===== src/rtl/axi4_lite_pkg.sv =====
// Shared constants for the AXI4-Lite register file.
//   RESP_OKAY   - normal completion
//   RESP_SLVERR - access to an out-of-range or read-only register
package axi4_lite_pkg;
  typedef logic [1:0] resp_t;
  localparam resp_t RESP_OKAY   = 2'b00;
  localparam resp_t RESP_SLVERR = 2'b10;
endpackage


===== src/rtl/axi4_lite_regfile_if.sv =====
// AXI4-Lite bus bundle between interconnect (master) and register file (slave).
//   AW: awaddr, awaddr_valid, awready
//   W : wdata, wstrb, wdata_valid, wready
//   B : bresp, bvalid, bready
//   AR: araddr, araddr_valid, arready
//   R : rdata, rresp, rvalid, rready
interface axi4_lite_regfile_if #(
  parameter int ADDR_WIDTH = 8,
  parameter int DATA_WIDTH = 32
);
  logic [ADDR_WIDTH-1:0]   awaddr;
  logic                    awaddr_valid;
  logic                    awready;
  logic [DATA_WIDTH-1:0]   wdata;
  logic [DATA_WIDTH/8-1:0] wstrb;
  logic                    wdata_valid;
  logic                    wready;
  logic [1:0]              bresp;
  logic                    bvalid;
  logic                    bready;
  logic [ADDR_WIDTH-1:0]   araddr;
  logic                    araddr_valid;
  logic                    arready;
  logic [DATA_WIDTH-1:0]   rdata;
  logic [1:0]              rresp;
  logic                    rvalid;
  logic                    rready;

  modport master (
    output awaddr, awaddr_valid, input awready,
    output wdata, wstrb, wdata_valid, input wready,
    input  bresp, bvalid, output bready,
    output araddr, araddr_valid, input arready,
    input  rdata, rresp, rvalid, output rready
  );

  modport slave (
    input  awaddr, awaddr_valid, output awready,
    input  wdata, wstrb, wdata_valid, output wready,
    output bresp, bvalid, input bready,
    input  araddr, araddr_valid, output arready,
    output rdata, rresp, rvalid, input rready
  );
endinterface


===== src/rtl/axi4_lite_chan_buf.sv =====
// One-entry valid/ready holding register for an AXI request channel.
//   clk, reset   - clock, synchronous active-low reset
//   in_valid     - upstream valid
//   in_data      - upstream payload (WIDTH bits)
//   ready        - registered ready (= entry empty); low during reset
//   consume      - downstream takes the entry this cycle (only meaningful when full)
//   full, data   - held entry
module axi4_lite_chan_buf #(
  parameter int WIDTH = 8
) (
  input  logic             clk,
  input  logic             reset,
  input  logic             in_valid,
  input  logic [WIDTH-1:0] in_data,
  output logic             ready,
  input  logic             consume,
  output logic             full,
  output logic [WIDTH-1:0] data
);
  logic accept;
  logic full_nxt;

  assign accept = in_valid && ready;

  // ready only rises when empty, so accept and consume never overlap
  always_comb begin
    full_nxt = full;
    if (consume)     full_nxt = 1'b0;
    else if (accept) full_nxt = 1'b1;
  end

  // ready is registered from full_nxt so it is held low through reset and
  // first rises the cycle after reset releases
  always_ff @(posedge clk) begin
    if (!reset) begin
      full  <= 1'b0;
      ready <= 1'b0;
      data  <= '0;
    end else begin
      full  <= full_nxt;
      ready <= !full_nxt;
      if (accept) data <= in_data;
    end
  end
endmodule


===== src/rtl/axi4_lite_regfile.sv =====
// Parametrised AXI4-Lite slave register file.
//   clk, reset - clock, synchronous active-low reset
//   bus        - AXI4-Lite slave port (AW/W/B/AR/R)
//   ro_in      - status words for read-only registers (slice n = reg n)
//   reg_out    - current read/write register contents (read-only slices read 0)
// AW and W are buffered independently; a write commits once both are held
// and the B slot is free or being drained. Reads have one-cycle latency.
module axi4_lite_regfile #(
  parameter int                  ADDR_WIDTH = 8,
  parameter int                  DATA_WIDTH = 32,
  parameter int                  NUM_REGS   = 16,
  parameter logic [NUM_REGS-1:0] RO_MASK    = '0
) (
  input  logic                           clk,
  input  logic                           reset,
  axi4_lite_regfile_if.slave             bus,
  input  logic [NUM_REGS*DATA_WIDTH-1:0] ro_in,
  output logic [NUM_REGS*DATA_WIDTH-1:0] reg_out
);
  import axi4_lite_pkg::*;

  localparam int STRB_W = DATA_WIDTH / 8;
  localparam int IDX_W  = (NUM_REGS > 1) ? $clog2(NUM_REGS) : 1;

  logic [NUM_REGS-1:0][DATA_WIDTH-1:0] regs;
  logic [NUM_REGS-1:0][DATA_WIDTH-1:0] ro_arr;

  assign ro_arr  = ro_in;
  assign reg_out = regs;

  // ---------------- write channels ----------------
  logic                         aw_full, w_full, commit;
  logic [ADDR_WIDTH-1:0]        aw_addr;
  logic [DATA_WIDTH+STRB_W-1:0] w_buf;
  logic [DATA_WIDTH-1:0]        w_data;
  logic [STRB_W-1:0]            w_strb;

  assign w_data = w_buf[DATA_WIDTH-1:0];
  assign w_strb = w_buf[DATA_WIDTH+STRB_W-1:DATA_WIDTH];

  axi4_lite_chan_buf #(.WIDTH(ADDR_WIDTH)) u_aw_buf (
    .clk      (clk),
    .reset    (reset),
    .in_valid (bus.awaddr_valid),
    .in_data  (bus.awaddr),
    .ready    (bus.awready),
    .consume  (commit),
    .full     (aw_full),
    .data     (aw_addr)
  );

  axi4_lite_chan_buf #(.WIDTH(DATA_WIDTH+STRB_W)) u_w_buf (
    .clk      (clk),
    .reset    (reset),
    .in_valid (bus.wdata_valid),
    .in_data  ({bus.wstrb, bus.wdata}),
    .ready    (bus.wready),
    .consume  (commit),
    .full     (w_full),
    .data     (w_buf)
  );

  logic             aw_in_range, wr_ok;
  logic [IDX_W-1:0] aw_idx;

  // full word index is range-checked; the narrow index is only used once in range
  assign aw_in_range = 32'(aw_addr[ADDR_WIDTH-1:2]) < 32'(NUM_REGS);
  assign aw_idx      = aw_addr[IDX_W+1:2];
  assign wr_ok       = aw_in_range && !RO_MASK[aw_idx];
  // B slot is free if empty or being handed off this cycle
  assign commit      = aw_full && w_full && (!bus.bvalid || bus.bready);

  always_ff @(posedge clk) begin
    if (!reset) begin
      regs <= '0;
    end else if (commit && wr_ok) begin
      for (int b = 0; b < STRB_W; b++)
        if (w_strb[b]) regs[aw_idx][b*8 +: 8] <= w_data[b*8 +: 8];
    end
  end

  always_ff @(posedge clk) begin
    if (!reset) begin
      bus.bvalid <= 1'b0;
      bus.bresp  <= RESP_OKAY;
    end else if (commit) begin
      bus.bvalid <= 1'b1;
      bus.bresp  <= wr_ok ? RESP_OKAY : RESP_SLVERR;
    end else if (bus.bready) begin
      bus.bvalid <= 1'b0;
    end
  end

  // ---------------- read channel ----------------
  logic                  live, ar_hs, ar_in_range;
  logic [IDX_W-1:0]      ar_idx;
  logic [DATA_WIDTH-1:0] rdata_nxt;
  resp_t                 rresp_nxt;

  // keeps arready low during reset, matching awready/wready
  always_ff @(posedge clk) begin
    if (!reset) live <= 1'b0;
    else        live <= 1'b1;
  end

  assign bus.arready = live && (!bus.rvalid || bus.rready);
  assign ar_hs       = bus.araddr_valid && bus.arready;
  assign ar_in_range = 32'(bus.araddr[ADDR_WIDTH-1:2]) < 32'(NUM_REGS);
  assign ar_idx      = bus.araddr[IDX_W+1:2];

  always_comb begin
    rdata_nxt = '0;
    rresp_nxt = RESP_SLVERR;
    if (ar_in_range) begin
      rresp_nxt = RESP_OKAY;
      rdata_nxt = RO_MASK[ar_idx] ? ro_arr[ar_idx] : regs[ar_idx];
    end
  end

  // regs is sampled pre-commit, so a same-cycle read sees the old value
  always_ff @(posedge clk) begin
    if (!reset) begin
      bus.rvalid <= 1'b0;
      bus.rdata  <= '0;
      bus.rresp  <= RESP_OKAY;
    end else if (ar_hs) begin
      bus.rvalid <= 1'b1;
      bus.rdata  <= rdata_nxt;
      bus.rresp  <= rresp_nxt;
    end else if (bus.rready) begin
      bus.rvalid <= 1'b0;
    end
  end

  // byte-offset bits carry no meaning for word registers
  logic unused_lsbs;
  assign unused_lsbs = ^{aw_addr[1:0], bus.araddr[1:0]};
endmodule


===== src/flat_wrapper.sv =====
// flat-port wrapper written by rule: the top's interface ports become plain ports
module axi4_lite_regfile_flat import axi4_lite_pkg::*;
#(
  parameter int                  ADDR_WIDTH = 8,
  parameter int                  DATA_WIDTH = 32,
  parameter int                  NUM_REGS   = 16,
  parameter logic [NUM_REGS-1:0] RO_MASK    = '0
)
  (clk, reset, ro_in, reg_out, bus_awaddr, bus_awaddr_valid, bus_awready, bus_wdata, bus_wstrb, bus_wdata_valid, bus_wready, bus_bresp, bus_bvalid, bus_bready, bus_araddr, bus_araddr_valid, bus_arready, bus_rdata, bus_rresp, bus_rvalid, bus_rready);
  axi4_lite_regfile_if #(.ADDR_WIDTH(ADDR_WIDTH), .DATA_WIDTH(DATA_WIDTH)) bus_i ();
  input  logic clk;
  input  logic reset;
  input  logic [NUM_REGS*DATA_WIDTH-1:0] ro_in;
  output logic [NUM_REGS*DATA_WIDTH-1:0] reg_out;
  input wire logic [$bits(bus_i.awaddr)-1:0] bus_awaddr;
  input wire logic [$bits(bus_i.awaddr_valid)-1:0] bus_awaddr_valid;
  output wire logic [$bits(bus_i.awready)-1:0] bus_awready;
  input wire logic [$bits(bus_i.wdata)-1:0] bus_wdata;
  input wire logic [$bits(bus_i.wstrb)-1:0] bus_wstrb;
  input wire logic [$bits(bus_i.wdata_valid)-1:0] bus_wdata_valid;
  output wire logic [$bits(bus_i.wready)-1:0] bus_wready;
  output wire logic [$bits(bus_i.bresp)-1:0] bus_bresp;
  output wire logic [$bits(bus_i.bvalid)-1:0] bus_bvalid;
  input wire logic [$bits(bus_i.bready)-1:0] bus_bready;
  input wire logic [$bits(bus_i.araddr)-1:0] bus_araddr;
  input wire logic [$bits(bus_i.araddr_valid)-1:0] bus_araddr_valid;
  output wire logic [$bits(bus_i.arready)-1:0] bus_arready;
  output wire logic [$bits(bus_i.rdata)-1:0] bus_rdata;
  output wire logic [$bits(bus_i.rresp)-1:0] bus_rresp;
  output wire logic [$bits(bus_i.rvalid)-1:0] bus_rvalid;
  input wire logic [$bits(bus_i.rready)-1:0] bus_rready;
  assign bus_i.awaddr = bus_awaddr;
  assign bus_i.awaddr_valid = bus_awaddr_valid;
  assign bus_awready = bus_i.awready;
  assign bus_i.wdata = bus_wdata;
  assign bus_i.wstrb = bus_wstrb;
  assign bus_i.wdata_valid = bus_wdata_valid;
  assign bus_wready = bus_i.wready;
  assign bus_bresp = bus_i.bresp;
  assign bus_bvalid = bus_i.bvalid;
  assign bus_i.bready = bus_bready;
  assign bus_i.araddr = bus_araddr;
  assign bus_i.araddr_valid = bus_araddr_valid;
  assign bus_arready = bus_i.arready;
  assign bus_rdata = bus_i.rdata;
  assign bus_rresp = bus_i.rresp;
  assign bus_rvalid = bus_i.rvalid;
  assign bus_i.rready = bus_rready;
  axi4_lite_regfile #(.ADDR_WIDTH(ADDR_WIDTH), .DATA_WIDTH(DATA_WIDTH), .NUM_REGS(NUM_REGS), .RO_MASK(RO_MASK)) u_core (.clk(clk), .reset(reset), .bus(bus_i), .ro_in(ro_in), .reg_out(reg_out));
endmodule

===== config.mk =====
export PLATFORM = sky130hd
export DESIGN_NAME = axi4_lite_regfile_flat
export DESIGN_NICKNAME = d
export VERILOG_FILES = /design/src/rtl/axi4_lite_pkg.sv /design/src/rtl/axi4_lite_regfile_if.sv /design/src/rtl/axi4_lite_chan_buf.sv /design/src/rtl/axi4_lite_regfile.sv /design/src/flat_wrapper.sv
export SDC_FILE = /design/constraint.sdc
export NUM_CORES = 1
export LEC_CHECK = 0
export CAP_MARGIN = 5
export CORE_AREA = 4 4 440 442
export CTS_CLUSTER_DIAMETER = 100
export DETAILED_ROUTE_END_ITERATION = 6
export DIE_AREA = 0 0 444 446
export SYNTH_ARGS = -nofsm -noshare
export SYNTH_HDL_FRONTEND = slang
export SYNTH_SLANG_ARGS = --single-unit

===== constraint.sdc =====
create_clock -name clk -period 6.7 [get_ports clk]
set_input_delay 2.01 -clock clk [delete_from_list [all_inputs] [get_ports clk]]
set_output_delay 2.01 -clock clk [all_outputs]
set_load 0.01 [all_outputs]

==> impl_metrics.ini <==
[status]
status = completed

[timing]
fin_skew_ns = 0.0591
rsz0062_at_grt = no
fmax_mhz = 185
fin_setup_tns_ns = 0
finalCriticalPeriod_ns = 5.40
max_slew_margin_pct = 15.1
setup_ws_ns = 1.30
slew_violations = 0
finalSetupViolCount = 0
hold_viol = 0
tightest_slew_ns = 1.27
fin_crit_sh_pct = 80.6
whs_ns = 0.483

[floorplan]
fp.dieW_um = 444
rows = 160
pin_count = 1124
die_h_um = 446
design.die.area_mm2 = 0.198
initial_utilization_pct = 14.5
core_mm2 = 0.190

[clock_network]
cts-hold-fix-buffers = 0
htreeDepth = 3
cts_inserted_buffers = 76
cts_num_sinks = 595
clockBufferDepth = 3
cts_root_buf = clkbuf_16
clk_pin_slew_ns = 0.06
clk_latency_ns = 0.71
post-cts-setup-buffer-count = 0
cts_tree = yes
cts-resized-gates = 0

[logic_synthesis]
syn_area_mm2 = 0.0276
avgSynthCellArea_um2 = 9.22
syn_inst = 2992
yosysUniqueCellTypes = 28
yosysSeqAreaShare_pct = 43.2
ys_ff_latch = 595
yosysWarnings = 0

[finish]
fill_cells = 20600
num-nets-final = 3916
drive_gt1_share_pct = 11.4
regArea_mm2 = 0.0119
multiInputGateArea_mm2 = 0.0142
final_util_pct = 20.3
fin_cells = 5931
stdcell_area_mm2 = 0.0385
area_growth_syn_to_layout_pct = 39.7

[pwr]
switching_share_pct = 25.8
power.density_mw_per_mm2 = 215
seqPwrFrac_pct = 44.0
total_power_mw = 8.29
vdd_drop_max_mv = 0.169
p_leak_nw = 11.5
intPower_mw = 6.15
p_sw_mw = 2.14
p_clk_share_pct = 51.2
p_comb_share_pct = 4.8

[setup_path]
path_cells = clkdlybuf4s50_1 -> nand2b_1 -> and2_1 -> clkdlybuf4s50_1
cpMaxStageDelayCell = clkdlybuf4s50_1
worstPathRequired_ns = 4.69
critPathBufInv = 2
crit_family = buffers and inverters
cp_slowest_stage_delay_ns = 0.53
crit_path_frequent_cell = clkdlybuf4s50_1
endpoint_kind = primary output
r2r_slack_ns = 3.69
reg2reg_from = u_core.u_aw_buf.data[5]
ff2ff_path_depth = 5
cp-start-kind = primary input
crit_fanout = 4
cp_data_arrival_time_ns = 3.39
r2r-end = u_core.reg_out[275]
critPathKind = primary input to primary output

[drt]
wire_per_inst_um = 26.2
drcViolationCount = 0
drtIter0Drc = 2752
drtAntennaViolNets = 0
wirelength_um = 155000
vias_per_cell = 4.49
first_pass_iters = 6
vias = 26700

[global_route]
grt_pass1_vias = 25100
grt_use_met3_pct = 2.47
antenna_found_initial = 11
use_met2_pct = 24.3
track_usage_pct = 14.9
grt_pass1_wl_um = 209000
gr-total-overflow = 0
met1_usage_pct = 18.1
grt_max_degree = 146
grt_busiest_layer = met2

[placement]
dp_hpwl_um = 110000
dp_slack_ns = 1.31
port_buffers = 605
routabilityCongestion = 0.870
place_area_mm2 = 0.0359
dp.cells = 5778

[flow_run]
cap_violations = 0

[worst_hold_path]
worstHoldEndpoint = u_core.u_aw_buf.data[7]
hold_class = flip-flop to flip-flop
hold_start = u_core.u_aw_buf.data[7]
hold_depth = 2
flip-flops by register name, indices dropped and copies added, names as in the netlist:
name / flops
u_core.bus.rresp: 1
u_core.bus.bresp: 1
u_core.reg_out: 512
u_core.u_w_buf.ready: 1
u_core.u_aw_buf.full: 1
u_core.u_w_buf.data: 36
u_core.u_aw_buf.data: 6
u_core.u_aw_buf.ready: 1
u_core.bus.bvalid: 1
u_core.live: 1
u_core.u_w_buf.full: 1
u_core.bus.rdata: 32
u_core.bus.rvalid: 1
cells in the mapped netlist (all sizes together):
| cell type | count | share of area, % |
|---|---|---|
| nand3 | 525 | 9.5 |
| nand2b | 7 | 0.16 |
| nor2b | 5 | 0.11 |
| dfxtp | 595 | 43 |
| nor3 | 6 | 0.11 |
| a21oi | 2 | 0.036 |
| buf | 88 | 1.7 |
| nor4b | 1 | 0.032 |
| o21a | 2 | 0.054 |
| a21boi | 556 | 15 |
| nand4 | 6 | 0.14 |
| clkbuf | 308 | 4.2 |
| o311a | 1 | 0.036 |
| conb | 1 | 0.014 |
| o21ai | 514 | 9.3 |
| nor2 | 48 | 0.65 |
| and2 | 4 | 0.091 |
| mux2 | 32 | 1.3 |
| mux4 | 128 | 10 |
| a221o | 32 | 1.2 |
| nor4 | 2 | 0.045 |
| and4 | 4 | 0.13 |
| nand2 | 93 | 1.3 |
| mux2i | 32 | 1.2 |
worst max path at each step:
stage / end / cells after the start / slack [ns] / from
5_1_grt: bus_arready / 4 / 1.25 / bus_rready
4_1_cts: bus_arready / 4 / 1.31 / bus_rready
6_report: bus_arready / 4 / 1.30 / bus_rready
3_5_place_dp: bus_arready / 4 / 1.31 / bus_rready
2_1_floorplan: bus_arready / 2 / 2.34 / bus_rready
3_3_place_gp: bus_arready / 4 / 1.33 / bus_rready
cells by family after synthesis:
logic type      synth area share, %
other cells                  0.0136
mux                            12.9
simple gates                   12.3
flops                          43.2
buf+inv                        5.85
compound gates                 25.8
power groups by stage:
stage               registers [mW]  clock network, mW  logic, mW
floorplan                     3.64                  0      0.264
global placement              3.73                  0      0.399
detailed placement            3.73                  0      0.400
CTS                           3.65               4.33      0.401
global route                  3.65               4.47      0.414
finish                        3.65               4.24      0.396
worst reg2reg max path, stage by stage, from the launching register on:
cell and delay [ns]:
dfxtp_1 0.72, nand2b_1 0.36, nor3_2 0.94, buf_4 0.48
nand3_1 0.18, a21boi_0 0.21
cell usage in the layout (no fill, tap or decap), drive strengths merged, types with 32 or more instances in the layout:
cell type and n:
clkdlybuf4s50 601, dfxtp 595, a221o 32, nand3 525, mux2i 32, nand2 93
a21boi 556, buf 69, mux2 32, clkbuf 104, nor2 48, mux4 128
o21ai 514
layout make-up:
cell class / count / area share [%]
multi-input combinational: 2002 / 36.9
tap: 2511 / 8.16
clock buffer: 104 / 5.70
clock inverter: 30 / 1.06
sequential: 595 / 30.9
timing repair buffer: 670 / 17.1
antenna: 19 / 0.123
per-layer routing:
layer | vias up | routed length (um) | part of all wire (%)
li1 | 11600 | - | -
met1 | 13400 | 61100 | 39
met2 | 1351 | 73800 | 48
met3 | 313 | 9590 | 6.2
met4 | 0 | 10800 | 7.0
met5 | - | 0 | 0
(Power assumes the default switching activity.)
